==> src/rtl/delay_line_pkg.sv <==
// Shared types and defaults for the delay-line SRAM sequencer.
// Latency: n/a (declarations only).
// Backpressure: n/a (declarations only).
package delay_line_pkg;

  localparam int DEF_DATA_WIDTH = 16;
  localparam int DEF_ADDR_WIDTH = 14;

  // Feedback gain is unsigned Q0.8.
  localparam int FB_GAIN_W = 8;

  typedef enum logic [2:0] {
    CLEAR,
    IDLE,
    RD,
    CAP,
    WR
  } state_t;

endpackage

==> src/rtl/delay_line_fb_mac.sv <==
// Feedback mixer: result = saturate(sample + ((delayed * gain) >>> 8)).
// Latency: combinational, zero cycles.
// Backpressure: none; the result is valid whenever the inputs are.
//
// Ports:
//   sample  - new input sample (signed)
//   delayed - sample read back from the delay buffer (signed)
//   gain    - unsigned Q0.8 feedback gain
//   result  - mixed sample, clamped to the signed DATA_WIDTH range
module delay_line_fb_mac
  import delay_line_pkg::*;
#(
  parameter int DATA_WIDTH = DEF_DATA_WIDTH
) (
  input  logic signed [DATA_WIDTH-1:0] sample,
  input  logic signed [DATA_WIDTH-1:0] delayed,
  input  logic        [FB_GAIN_W-1:0]  gain,
  output logic signed [DATA_WIDTH-1:0] result
);

  // Product needs DATA_WIDTH + 9 bits (gain is zero-extended to stay positive);
  // the sum needs one more bit so it can never wrap before the clamp.
  localparam int PW = DATA_WIDTH + FB_GAIN_W + 1;
  localparam int SW = PW + 1;

  logic signed [PW-1:0]         gain_s;
  logic signed [PW-1:0]         prod;
  logic signed [PW-1:0]         scaled;
  logic signed [SW-1:0]         sum;
  logic        [SW-DATA_WIDTH:0] top_bits;
  logic                         in_range;

  always_comb begin
    gain_s   = PW'($signed({1'b0, gain}));
    prod     = PW'(delayed) * gain_s;
    scaled   = prod >>> FB_GAIN_W;
    sum      = SW'(sample) + SW'(scaled);
    // The sum fits when every bit from the result's sign bit upward agrees.
    top_bits = sum[SW-1:DATA_WIDTH-1];
    in_range = (&top_bits) | ~(|top_bits);
    if (in_range) begin
      result = sum[DATA_WIDTH-1:0];
    end else if (sum[SW-1]) begin
      result = {1'b1, {(DATA_WIDTH-1){1'b0}}};
    end else begin
      result = {1'b0, {(DATA_WIDTH-1){1'b1}}};
    end
  end

endmodule

==> src/rtl/delay_line_ctrl.sv <==
// Circular delay-buffer sequencer for a 1RW/1R audio SRAM (read old sample, write new one).
// Latency: out_valid 2 cycles after an accepted sample_valid; one sample per 4 cycles max.
// Backpressure: ready=1 only in IDLE; a sample_valid without ready is dropped and sets sticky overrun.
//
// Ports:
//   clk, rst_n                 - clock (also the SRAM clock) and async active-low reset
//   sample_in, sample_valid    - input sample strobe, accepted only while ready=1
//   delay_len                  - delay in samples, captured when a sample is accepted
//   clear_req                  - re-zero the buffer (honoured in IDLE only)
//   sample_out, out_valid      - delayed sample and its one-cycle strobe
//   overrun, clearing          - sticky drop flag, zero-fill sweep in progress
//   csb0/web0/addr0/din0       - SRAM port 0 (write only), active-low controls
//   csb1/addr1/dout1           - SRAM port 1 (read only), active-low select
//   fb_gain                    - feedback gain, present only with DELAY_LINE_FEEDBACK_EN
//
// Build option: define DELAY_LINE_FEEDBACK_EN to mix the delayed sample back into the write data.
module delay_line_ctrl
  import delay_line_pkg::*;
#(
  parameter int DATA_WIDTH = DEF_DATA_WIDTH,
  parameter int ADDR_WIDTH = DEF_ADDR_WIDTH
) (
  input  logic                  clk,
  input  logic                  rst_n,
  input  logic [DATA_WIDTH-1:0] sample_in,
  input  logic                  sample_valid,
  output logic                  ready,
  input  logic [ADDR_WIDTH-1:0] delay_len,
`ifdef DELAY_LINE_FEEDBACK_EN
  input  logic [FB_GAIN_W-1:0]  fb_gain,
`endif
  input  logic                  clear_req,
  output logic [DATA_WIDTH-1:0] sample_out,
  output logic                  out_valid,
  output logic                  overrun,
  output logic                  clearing,
  output logic                  csb0,
  output logic                  web0,
  output logic [ADDR_WIDTH-1:0] addr0,
  output logic [DATA_WIDTH-1:0] din0,
  output logic                  csb1,
  output logic [ADDR_WIDTH-1:0] addr1,
  input  logic [DATA_WIDTH-1:0] dout1
);

  state_t                  state, state_d;
  // One extra bit so the sweep can tell "address DEPTH-1 issued" from "not started".
  logic [ADDR_WIDTH:0]     clr_cnt, clr_cnt_d;
  logic [ADDR_WIDTH-1:0]   wr_ptr, wr_ptr_d;
  logic [DATA_WIDTH-1:0]   samp_q, samp_d;
  logic [ADDR_WIDTH-1:0]   len_q, len_d;

  logic                    csb0_d, web0_d, csb1_d;
  logic [ADDR_WIDTH-1:0]   addr0_d, addr1_d;
  logic [DATA_WIDTH-1:0]   din0_d;
  logic [DATA_WIDTH-1:0]   sample_out_d;
  logic                    out_valid_d;
  logic                    overrun_d;
  logic [DATA_WIDTH-1:0]   wdata;

  assign ready    = (state == IDLE);
  assign clearing = (state == CLEAR);

`ifdef DELAY_LINE_FEEDBACK_EN
  // A zero delay reads nothing, so dout1 is stale then; force the feedback off.
  logic [FB_GAIN_W-1:0] gain_eff;
  assign gain_eff = (len_q == '0) ? '0 : fb_gain;

  delay_line_fb_mac #(
    .DATA_WIDTH (DATA_WIDTH)
  ) u_fb_mac (
    .sample  (samp_q),
    .delayed (dout1),
    .gain    (gain_eff),
    .result  (wdata)
  );
`else
  assign wdata = samp_q;
`endif

  always_comb begin
    state_d      = state;
    clr_cnt_d    = clr_cnt;
    wr_ptr_d     = wr_ptr;
    samp_d       = samp_q;
    len_d        = len_q;
    csb0_d       = 1'b1;
    web0_d       = 1'b1;
    addr0_d      = addr0;
    din0_d       = din0;
    csb1_d       = 1'b1;
    addr1_d      = addr1;
    sample_out_d = sample_out;
    out_valid_d  = 1'b0;
    // Any strobe outside IDLE is lost; a strobe that loses to clear_req is lost too.
    overrun_d    = overrun | (sample_valid & ~ready) |
                   ((state == IDLE) & clear_req & sample_valid);

    case (state)
      CLEAR: begin
        if (clr_cnt[ADDR_WIDTH]) begin
          state_d = IDLE;
        end else begin
          csb0_d    = 1'b0;
          web0_d    = 1'b0;
          addr0_d   = clr_cnt[ADDR_WIDTH-1:0];
          din0_d    = '0;
          clr_cnt_d = clr_cnt + 1'b1;
        end
      end

      IDLE: begin
        if (clear_req) begin
          state_d   = CLEAR;
          clr_cnt_d = '0;
        end else if (sample_valid) begin
          samp_d  = sample_in;
          len_d   = delay_len;
          state_d = RD;
          // A zero delay is served from the latched sample; no SRAM read.
          if (delay_len != '0) begin
            csb1_d  = 1'b0;
            addr1_d = wr_ptr - delay_len;
          end
        end
      end

      RD: begin
        // Keep the read request up until the data is captured.
        csb1_d  = csb1;
        state_d = CAP;
      end

      CAP: begin
        sample_out_d = (len_q == '0) ? samp_q : dout1;
        out_valid_d  = 1'b1;
        csb0_d       = 1'b0;
        web0_d       = 1'b0;
        addr0_d      = wr_ptr;
        din0_d       = wdata;
        state_d      = WR;
      end

      WR: begin
        // Natural wrap of the pointer width gives the modulo-DEPTH behaviour.
        wr_ptr_d = wr_ptr + 1'b1;
        state_d  = IDLE;
      end

      default: begin
        state_d = CLEAR;
      end
    endcase
  end

  always_ff @(posedge clk or negedge rst_n) begin
    if (!rst_n) begin
      state      <= CLEAR;
      clr_cnt    <= '0;
      wr_ptr     <= '0;
      samp_q     <= '0;
      len_q      <= '0;
      csb0       <= 1'b1;
      web0       <= 1'b1;
      addr0      <= '0;
      din0       <= '0;
      csb1       <= 1'b1;
      addr1      <= '0;
      sample_out <= '0;
      out_valid  <= 1'b0;
      overrun    <= 1'b0;
    end else begin
      state      <= state_d;
      clr_cnt    <= clr_cnt_d;
      wr_ptr     <= wr_ptr_d;
      samp_q     <= samp_d;
      len_q      <= len_d;
      csb0       <= csb0_d;
      web0       <= web0_d;
      addr0      <= addr0_d;
      din0       <= din0_d;
      csb1       <= csb1_d;
      addr1      <= addr1_d;
      sample_out <= sample_out_d;
      out_valid  <= out_valid_d;
      overrun    <= overrun_d;
    end
  end

endmodule

==> config.mk <==
export PLATFORM = sky130hd
export DESIGN_NAME = delay_line_ctrl
export DESIGN_NICKNAME = d
export VERILOG_FILES = /design/src/rtl/delay_line_pkg.sv /design/src/rtl/delay_line_fb_mac.sv /design/src/rtl/delay_line_ctrl.sv
export SDC_FILE = /design/constraint.sdc
export NUM_CORES = 1
export LEC_CHECK = 0
export CAP_MARGIN = 20
export CORE_ASPECT_RATIO = 1.4
export CORE_UTILIZATION = 56
export DETAILED_ROUTE_END_ITERATION = 6
export PLACE_DENSITY = 0.85
export SYNTH_ARGS = -nofsm -noshare
export SYNTH_HDL_FRONTEND = slang
export SYNTH_SLANG_ARGS = --single-unit
==> constraint.sdc <==
create_clock -name clk -period 4.49 [get_ports clk]
set_input_delay 0.449 -clock clk [delete_from_list [all_inputs] [get_ports clk]]
set_output_delay 0.449 -clock clk [all_outputs]
set_load 0.05 [all_outputs]
==> flow_summary.ini, run 1 <==
[status]
status = completed

[placement]
gp_congestion = 0.899
place_area_sq_um = 7230
hpwl_mm = 11.0
portBuffers = 116
dp_cells = 874

[critical_path]
critPathArrivalTime_ns = 2.22
critPathKind = reg -> out
crit_fanout = 11
worstReg2RegStart = state[1]
crit_start = state[1]
required_ns = 4.04
cp-end-kind = primary output
worstSetupStartpointType = register

[sta]
finalMaxSlewViolations = 0
hold_viol = 0
finalSetupTns_ns = 0
fmax_mhz = 374
setup_viol = 0
post-route-period-util = 0.595
finalWorstPathRequiredPeriod_ns = 2.67
rsz0062_at_grt = false
tightest_slew_ns = 0.927
finClkSkew_ns = 0.00950
max-slew-margin-rel = 0.377

[detailed_routing]
drtIter0Drc = 303
viasPerCell = 5.81
first_pass_iters = 5
routed_wl_mm = 16.1
drcViolationCount = 0
wl_per_cell_um = 17.8
ant_nets = 0
vias = 5267

[synth]
yosys-top-cells-area = dfrtp_1 52%, nand2_1 11%, o21ai_0 3.3%, ha_1 3.1%, mux2i_1 2.8%
synth_warnings = 0
synth.top_cell.area_share = 0.517
synth_area_sq_um = 6000
postSynth.asyncResetShare = 1.00
synthCells = 645
ys_ff_latch = 126
synth_edf_count = 0
synthFlopType = dfrtp_1
yosysUniqueCellTypes = 61
synth_top_area_cell = dfrtp_1
synth-seq-area-share = 0.526
syn_nets = 711
syn_avg_cell_area_sq_um = 9.30

[final_layout]
num_antenna_cells = 0
stdcell_area_sq_um = 7820
fillers = 698
post-route-util = 0.751
syn_to_final_growth_pct = 30.3
nets = 821
final_common_cell = nand2_1
most-common-layout-cells = 175 x nand2_1, 124 x dfrtp_1, 115 x clkdlybuf4s50_1
layout.cells.non_filler = 906
multi_input_area_sq_um = 2620
drive_gt1_frac = 0.0638
register_area_sq_um = 3160

[floorplan]
num_rows = 44
start_util = 0.576
design.core.area_sq_um = 10400
pin_count = 117
die_x_um = 89.5
die-area_sq_um = 11100
die_h_um = 124

[power]
power.density_nw_per_um2 = 679
power.leakage_nw = 3.73
irDropWorstVdd_v = 0.000479
p_total_mw = 5.31

[hold_path]
hold_path_class = in -> async

[clocking]
cts_buffers = 17
post_cts_resized = 0
root_buffer = clkbuf_16
clock-sinks = 126
clk_path_buf_depth = 2
cts_hold_buf = 0
h-tree-depth = 4
post_cts_buffers = 0
worst_skew_pair.late_latency_ns = 0.42
clkTransAtPathRegs_ns = 0.06
tritoncts = built

[global_routing]
grt_pass1_wl_mm = 25.9
grt_overflow = 0
grt_max_degree = 75
first_global_vias = 5296
antenna_found_initial = 0
grt.total_usage = 0.311

[run]
cap_violations = 0
[Yosys cell counts, types with 3 or more instances]
library cell,n
xor2_1,8
nand2b_1,5
nor4_1,6
nand3_1,27
clkbuf_1,23
ha_1,15
nor3_1,5
or4_1,3
inv_1,23
dfrtp_1,124
a31oi_1,13
o211ai_1,4
o21ai_0,40
and3_1,3
nand2_1,175
a21oi_1,19
mux2i_1,17
xnor2_1,17
nand4_1,9
o21ai_1,7
a211oi_1,4
nor2_1,41
or3_1,6
[through the flow]
step / hold slack [ns] / worst slack [ns]
after floorplan: 0.153 / 2.35
after global placement: 0.440 / 1.64
after detailed placement: 0.447 / 1.53
after CTS: 0.0691 / 1.82
after global routing: 0.104 / 1.75
final: 0.0473 / 1.82
[area by class of cell]
| type | instances | area share |
|---|---|---|
| Sequential cell | 126 | 0.404 |
| Tap cell | 138 | 0.0221 |
| Inverter | 23 | 0.0110 |
| Timing Repair Buffer | 121 | 0.153 |
| Clock buffer | 18 | 0.0549 |
| Multi-Input combinational cell | 466 | 0.335 |
| Clock inverter | 14 | 0.0202 |
[cells by family (layout without fill, tap and decap cells)]
family                     Yosys count  after routing  share of synthesized area
and+or+nand+nor                    298            298                      0.223
DFF                                126            126                      0.526
AOI/OAI and AO/OA                  109            109                      0.112
buffers and inverters               53            176                     0.0373
xor gates and xnor gates            25             25                     0.0365
muxes                               18             18                     0.0303
adders and majority gates           16             16                     0.0346
[critical path, cell delays in order (launching register included)]
cell	delay, ns
dfrtp_1	0.51
nand2b_1	0.25
nor2_1	0.20
clkdlybuf4s50_1	0.84
[state kept, by name (all words and copies together), names as in the netlist]
signal      count
addr0          14
addr1          14
clr_cnt        15
csb1            1
din0           16
len_q          14
out_valid       1
overrun         1
samp_q         16
sample_out     16
state           3
web0            1
wr_ptr         14
[per-layer routing]
| layer | routed length [um] | track usage | vias up | part of all wire |
|---|---|---|---|---|
| li1 | - | - | 2421 | - |
| met1 | 6160 | 0.364 | 2588 | 0.38 |
| met4 | 539 | 0.149 | 0 | 0.033 |
| met2 | 8490 | 0.524 | 213 | 0.53 |
| met5 | 0 | 0 | - | 0 |
| met3 | 952 | 0.0762 | 45 | 0.059 |
[where the power goes]
part / switching, mW / internal [mW] / total [mW]
registers: 0.306 / 1.52 / 1.82
clock network: 0.536 / 0.826 / 1.36
logic: 1.42 / 0.702 / 2.12
total: 2.26 / 3.05 / 5.31
[path summary, 6_finish.rpt]
| kind | to | slack [ns] | cells after the start |
|---|---|---|---|
| worst max-delay path | ready | 1.82 | 3 |
| worst min-delay path | addr1[10] | 0.05 | 1 |
| worst max register to register | addr1[13] | 1.91 | 6 |
| worst min register to register | overrun | 0.46 | 1 |
| max in group asynchronous | sample_out[6] | 3.44 | 2 |
| min in group clk | overrun | 0.46 | 1 |
(Power assumes the default switching activity.)
==> run 2, diff against run 1 <==
--- a/config.mk
+++ b/config.mk
@@ -7,9 +7,9 @@
 export LEC_CHECK = 0
 export CAP_MARGIN = 20
 export CORE_ASPECT_RATIO = 1.4
-export CORE_UTILIZATION = 56
+export CORE_UTILIZATION = 47
 export DETAILED_ROUTE_END_ITERATION = 6
-export PLACE_DENSITY = 0.85
+export PLACE_DENSITY = 0.76
 export SYNTH_ARGS = -nofsm -noshare
 export SYNTH_HDL_FRONTEND = slang
 export SYNTH_SLANG_ARGS = --single-unit
==> constraint.sdc (replaced) <==
create_clock -name clk -period 2.2 [get_ports clk]
set_input_delay 0.22 -clock clk [delete_from_list [all_inputs] [get_ports clk]]
set_output_delay 0.22 -clock clk [all_outputs]
set_load 0.05 [all_outputs]
==> flow_summary.ini, run 2 (synthesis results as in run 1) <==
[floorplan]
start_util = 0.485
num_rows = 48
die-area_sq_um = 13200
pin_count = 117
die_h_um = 136
die_x_um = 97.5
design.core.area_sq_um = 12400

[global_routing]
antenna_found_initial = 0
first_global_vias = 5676
grt_overflow = 0
grt_pass1_wl_mm = 27.5
grt_max_degree = 127
grt.total_usage = 0.266

[critical_path]
critPathArrivalTime_ns = 2.40
required_ns = 2.48
worstSetupStartpointType = register
crit_fanout = 2
worstReg2RegStart = wr_ptr[0]
cp-end-kind = register
reg2reg_slack_ns = 0.09
critPathKind = reg -> reg
crit_start = wr_ptr[0]

[sta]
fmax_mhz = 473
finalWorstPathRequiredPeriod_ns = 2.11
setup_viol = 0
finalSetupTns_ns = 0
worst_slack_ns = 0.0873
hold_viol = 0
post-route-period-util = 0.960
tightest_slew_ns = 0.706
finClkSkew_ns = 0.00766
max-slew-margin-rel = 0.529
rsz0062_at_grt = true
finalMaxSlewViolations = 0
whs_ns = 0.347

[final_layout]
layout.cells.non_filler = 985
num_antenna_cells = 0
syn_to_final_growth_pct = 40.9
most-common-layout-cells = 175 x nand2_1, 124 x dfrtp_1, 113 x clkdlybuf4s50_1
largestRegisters = din0 (16), samp_q (16), sample_out (16)
final_common_cell = nand2_1
stdcell_area_sq_um = 8450
post-route-util = 0.683
drive_gt1_frac = 0.154
fillers = 962
nets = 888

[status]
status = completed

[detailed_routing]
drtIter0Drc = 308
vias = 5443
wl_per_cell_um = 17.0
routed_wl_mm = 16.8
viasPerCell = 5.53
drcViolationCount = 0
first_pass_iters = 4
ant_nets = 0

[placement]
hpwl_mm = 11.9
gp_congestion = 0.923
dp_cells = 947
portBuffers = 116
dp_slack_ns = -0.346
place_area_sq_um = 7720

[power]
switching_share = 0.414
irDropWorstVdd_v = 0.000894
power.density_nw_per_um2 = 1340
power.leakage_nw = 4.09
switching_power_mw = 4.68
pwr-share-clk = 0.260
p_seq_frac = 0.325
p_total_mw = 11.3
power.internal_mw = 6.62
p_comb_frac = 0.415

[hold_path]
min-delay-start = sample_in[9]
hold_path_class = in -> reg

[clocking]
root_buffer = clkbuf_16
h-tree-depth = 4
tritoncts = built
worst_skew_pair.late_latency_ns = 0.41
cts_buffers = 17
clkTransAtPathRegs_ns = 0.06
clock-sinks = 126
clk_path_buf_depth = 2

[run]
cap_violations = 0
run 2: final timing paths:
path | end | cells past startpoint
hold / removal | samp_q[9] | 3
setup reg to reg | addr1[12] | 10
setup / recovery | addr1[12] | 10
min in group asynchronous | addr1[5] | 3
max in group asynchronous | len_q[7] | 3
hold reg to reg | len_q[13] | 2
run 2: timing repair:
action                                 4_1_cts  5_1_grt
resized for setup                            3       12
pin swaps                                    3        6
setup endpoints to repair                    3        4
buffers inserted                             2        3
hold buffers                                 1        0
endpoints found under the hold margin      124        0
run 2: worst max-delay path: stages (launching register included):
cell      delay (ns)
dfrtp_1         0.39
inv_2           0.10
ha_4            0.14
inv_2           0.03
fa_2            0.35
a21oi_2         0.15
o211ai_1        0.11
buf_4           0.17
a221oi_4        0.29
or3_1           0.16
a31oi_1         0.10
run 2: area by class of cell:
type                            count  area, sq um  area share
Timing Repair Buffer              188         1720       0.204
Sequential cell                   126         3160       0.373
Tap cell                          150          188      0.0222
Clock inverter                     14          184      0.0218
Multi-Input combinational cell    466         2680       0.317
Inverter                           23         86.3      0.0102
Clock buffer                       18          439      0.0520
run 2: power by group through the flow:
stage                     registers, mW  logic (mW)  clock network, mW
final                              3.67        4.69               2.93
after global routing               3.77        5.02               3.08
after CTS                          3.67        4.66               2.98
after detailed placement           3.69        4.60                  0
after global placement             3.66        4.50                  0
after floorplan                    4.96        1.61                  0
run 2: routing by layer:
layer / vias up / wire length, um / track usage
li1: 2569 / - / -
met2: 164 / 9070 / 0.470
met1: 2666 / 6420 / 0.302
met4: 0 / 650 / 0.149
met3: 44 / 645 / 0.0506
met5: - / 0 / 0
==> run 3, diff against run 2 <==
--- a/config.mk
+++ b/config.mk
@@ -9,6 +9,7 @@
 export CORE_ASPECT_RATIO = 1.4
 export CORE_UTILIZATION = 47
 export DETAILED_ROUTE_END_ITERATION = 6
+export GPL_TIMING_DRIVEN = 0
 export PLACE_DENSITY = 0.76
 export SYNTH_ARGS = -nofsm -noshare
 export SYNTH_HDL_FRONTEND = slang
==> flow_summary.ini, run 3 (synthesis results as in run 1) <==
[critical_path]
cp-end-kind = primary output
worstSetupStartpointType = register
critPathArrivalTime_ns = 1.90
crit_fanout = 10
timing.rr.end = addr1[10]
critPathKind = reg -> out
reg2reg_slack_ns = 0.10
worstReg2RegStart = wr_ptr[0]
required_ns = 1.98
worst-r2r-cell-count = 9

[final_layout]
most-common-layout-cells = 175 x nand2_1, 124 x dfrtp_1, 113 x clkdlybuf4s50_1
final_common_cell = nand2_1
num_antenna_cells = 0
largestRegisters = din0 (16), samp_q (16), sample_out (16)
layout.cells.non_filler = 954
syn_to_final_growth_pct = 35.4
nets = 857
drive_gt1_frac = 0.0945

[floorplan]
die-area_sq_um = 13200
die_h_um = 136
pin_count = 117
design.core.area_sq_um = 12400
start_util = 0.485
num_rows = 48
die_x_um = 97.5

[sta]
setup_viol = 0
finClkSkew_ns = 0.00715
whs_ns = 0.320
hold_viol = 0
post-route-period-util = 0.962
finalWorstPathRequiredPeriod_ns = 2.12
worst_slack_ns = 0.0836
finalMaxSlewViolations = 0
max-slew-margin-rel = 0.599
tightest_slew_ns = 0.601
fmax_mhz = 472

[global_routing]
grt_max_degree = 72
first_global_vias = 5574
grt_overflow = 0
grt_pass1_wl_mm = 26.9
grt.total_usage = 0.259
antenna_found_initial = 0

[detailed_routing]
vias = 5333
first_pass_iters = 4
wl_per_cell_um = 17.5
drtIter0Drc = 266
routed_wl_mm = 16.7
viasPerCell = 5.59
drcViolationCount = 0
ant_nets = 0

[clocking]
clk_path_buf_depth = 2
worst_skew_pair.late_latency_ns = 0.42
root_buffer = clkbuf_16
cts_buffers = 17
h-tree-depth = 4
tritoncts = built
clkTransAtPathRegs_ns = 0.06
clock-sinks = 126

[power]
irDropWorstVdd_v = 0.00105
power.leakage_nw = 3.84
p_total_mw = 11.1
power.density_nw_per_um2 = 1360

[hold_path]
hold_path_class = in -> reg
min-delay-start = sample_in[9]
holdPathStages = 3
min_to = samp_q[9]

[placement]
dp_slack_ns = -0.421
portBuffers = 116
dp_cells = 912
hpwl_mm = 12.3
gp_congestion = 0.853

[run]
cap_violations = 0

[status]
status = completed
run 3: changes by cell type in the layout (fill, tap and decap cells not counted), moves of 3 or more:
cell / delta
buf_4: -61
buf_6: +3
clkbuf_1: +22
ha_1: -4
inv_6: +6
run 3: worst max-delay path by stage:
stage | start | end | slack (ns) | depth (start not counted)
finish | state[1] | ready | 0.08 | 4
CTS | wr_ptr[0] | addr1[10] | 0.0001 | 9
global route | wr_ptr[0] | addr1[10] | -0.008 | 9
floorplan | state[2] | clr_cnt[14] | 0.07 | 4
global placement | rst_n | samp_q[14] | -3.83 | 1
detailed placement | delay_len[0] | addr1[12] | -0.42 | 9
run 3: area by class of cell:
cell class	count	area, sq um
Buffer	30	139
Clock buffer	17	425
Clock inverter	15	149
Fill cell	995	4250
Inverter	23	86.3
Multi-Input combinational cell	466	2710
Sequential cell	126	3160
Tap cell	150	188
Timing Repair Buffer	127	1260
run 3: critical path: stages, from the launching register on:
cell and delay, ns:
dfrtp_1 0.39, buf_6 0.15, nand2b_1 0.18, nor2_1 0.20, dlygate4sd2_1 0.56
run 3: timing repair:
action                                 CTS  global route
pin swaps                                5             3
setup buffers                            3             6
setup endpoints to repair                9            21
hold buffers                             1             0
gates resized for setup                  8            22
cloned                                   0             0
endpoints found under the hold margin   53             0
run 3: report_power, final:
group,total (mW),switching [mW],internal (mW)
registers,3.66,0.561,3.10
logic,4.67,3.04,1.63
clock network,2.74,1.15,1.59
total,11.1,4.75,6.33
run 3: per-layer routing:
layer	routed length, um	GRT usage
met1	6400	0.293
met5	0	0
met2	8710	0.455
met4	850	0.146
met3	741	0.0542
run 3: per-stage QoR:
stage	instance area [sq um]	setup TNS, ns	util
after CTS	8000	0	0.646
after global routing	8120	-0.0108	0.656
after global placement	7350	-481.89	0.594
after floorplan	6000	0	-
final	8120	0	0.656
after detailed placement	7370	-5.18	0.596
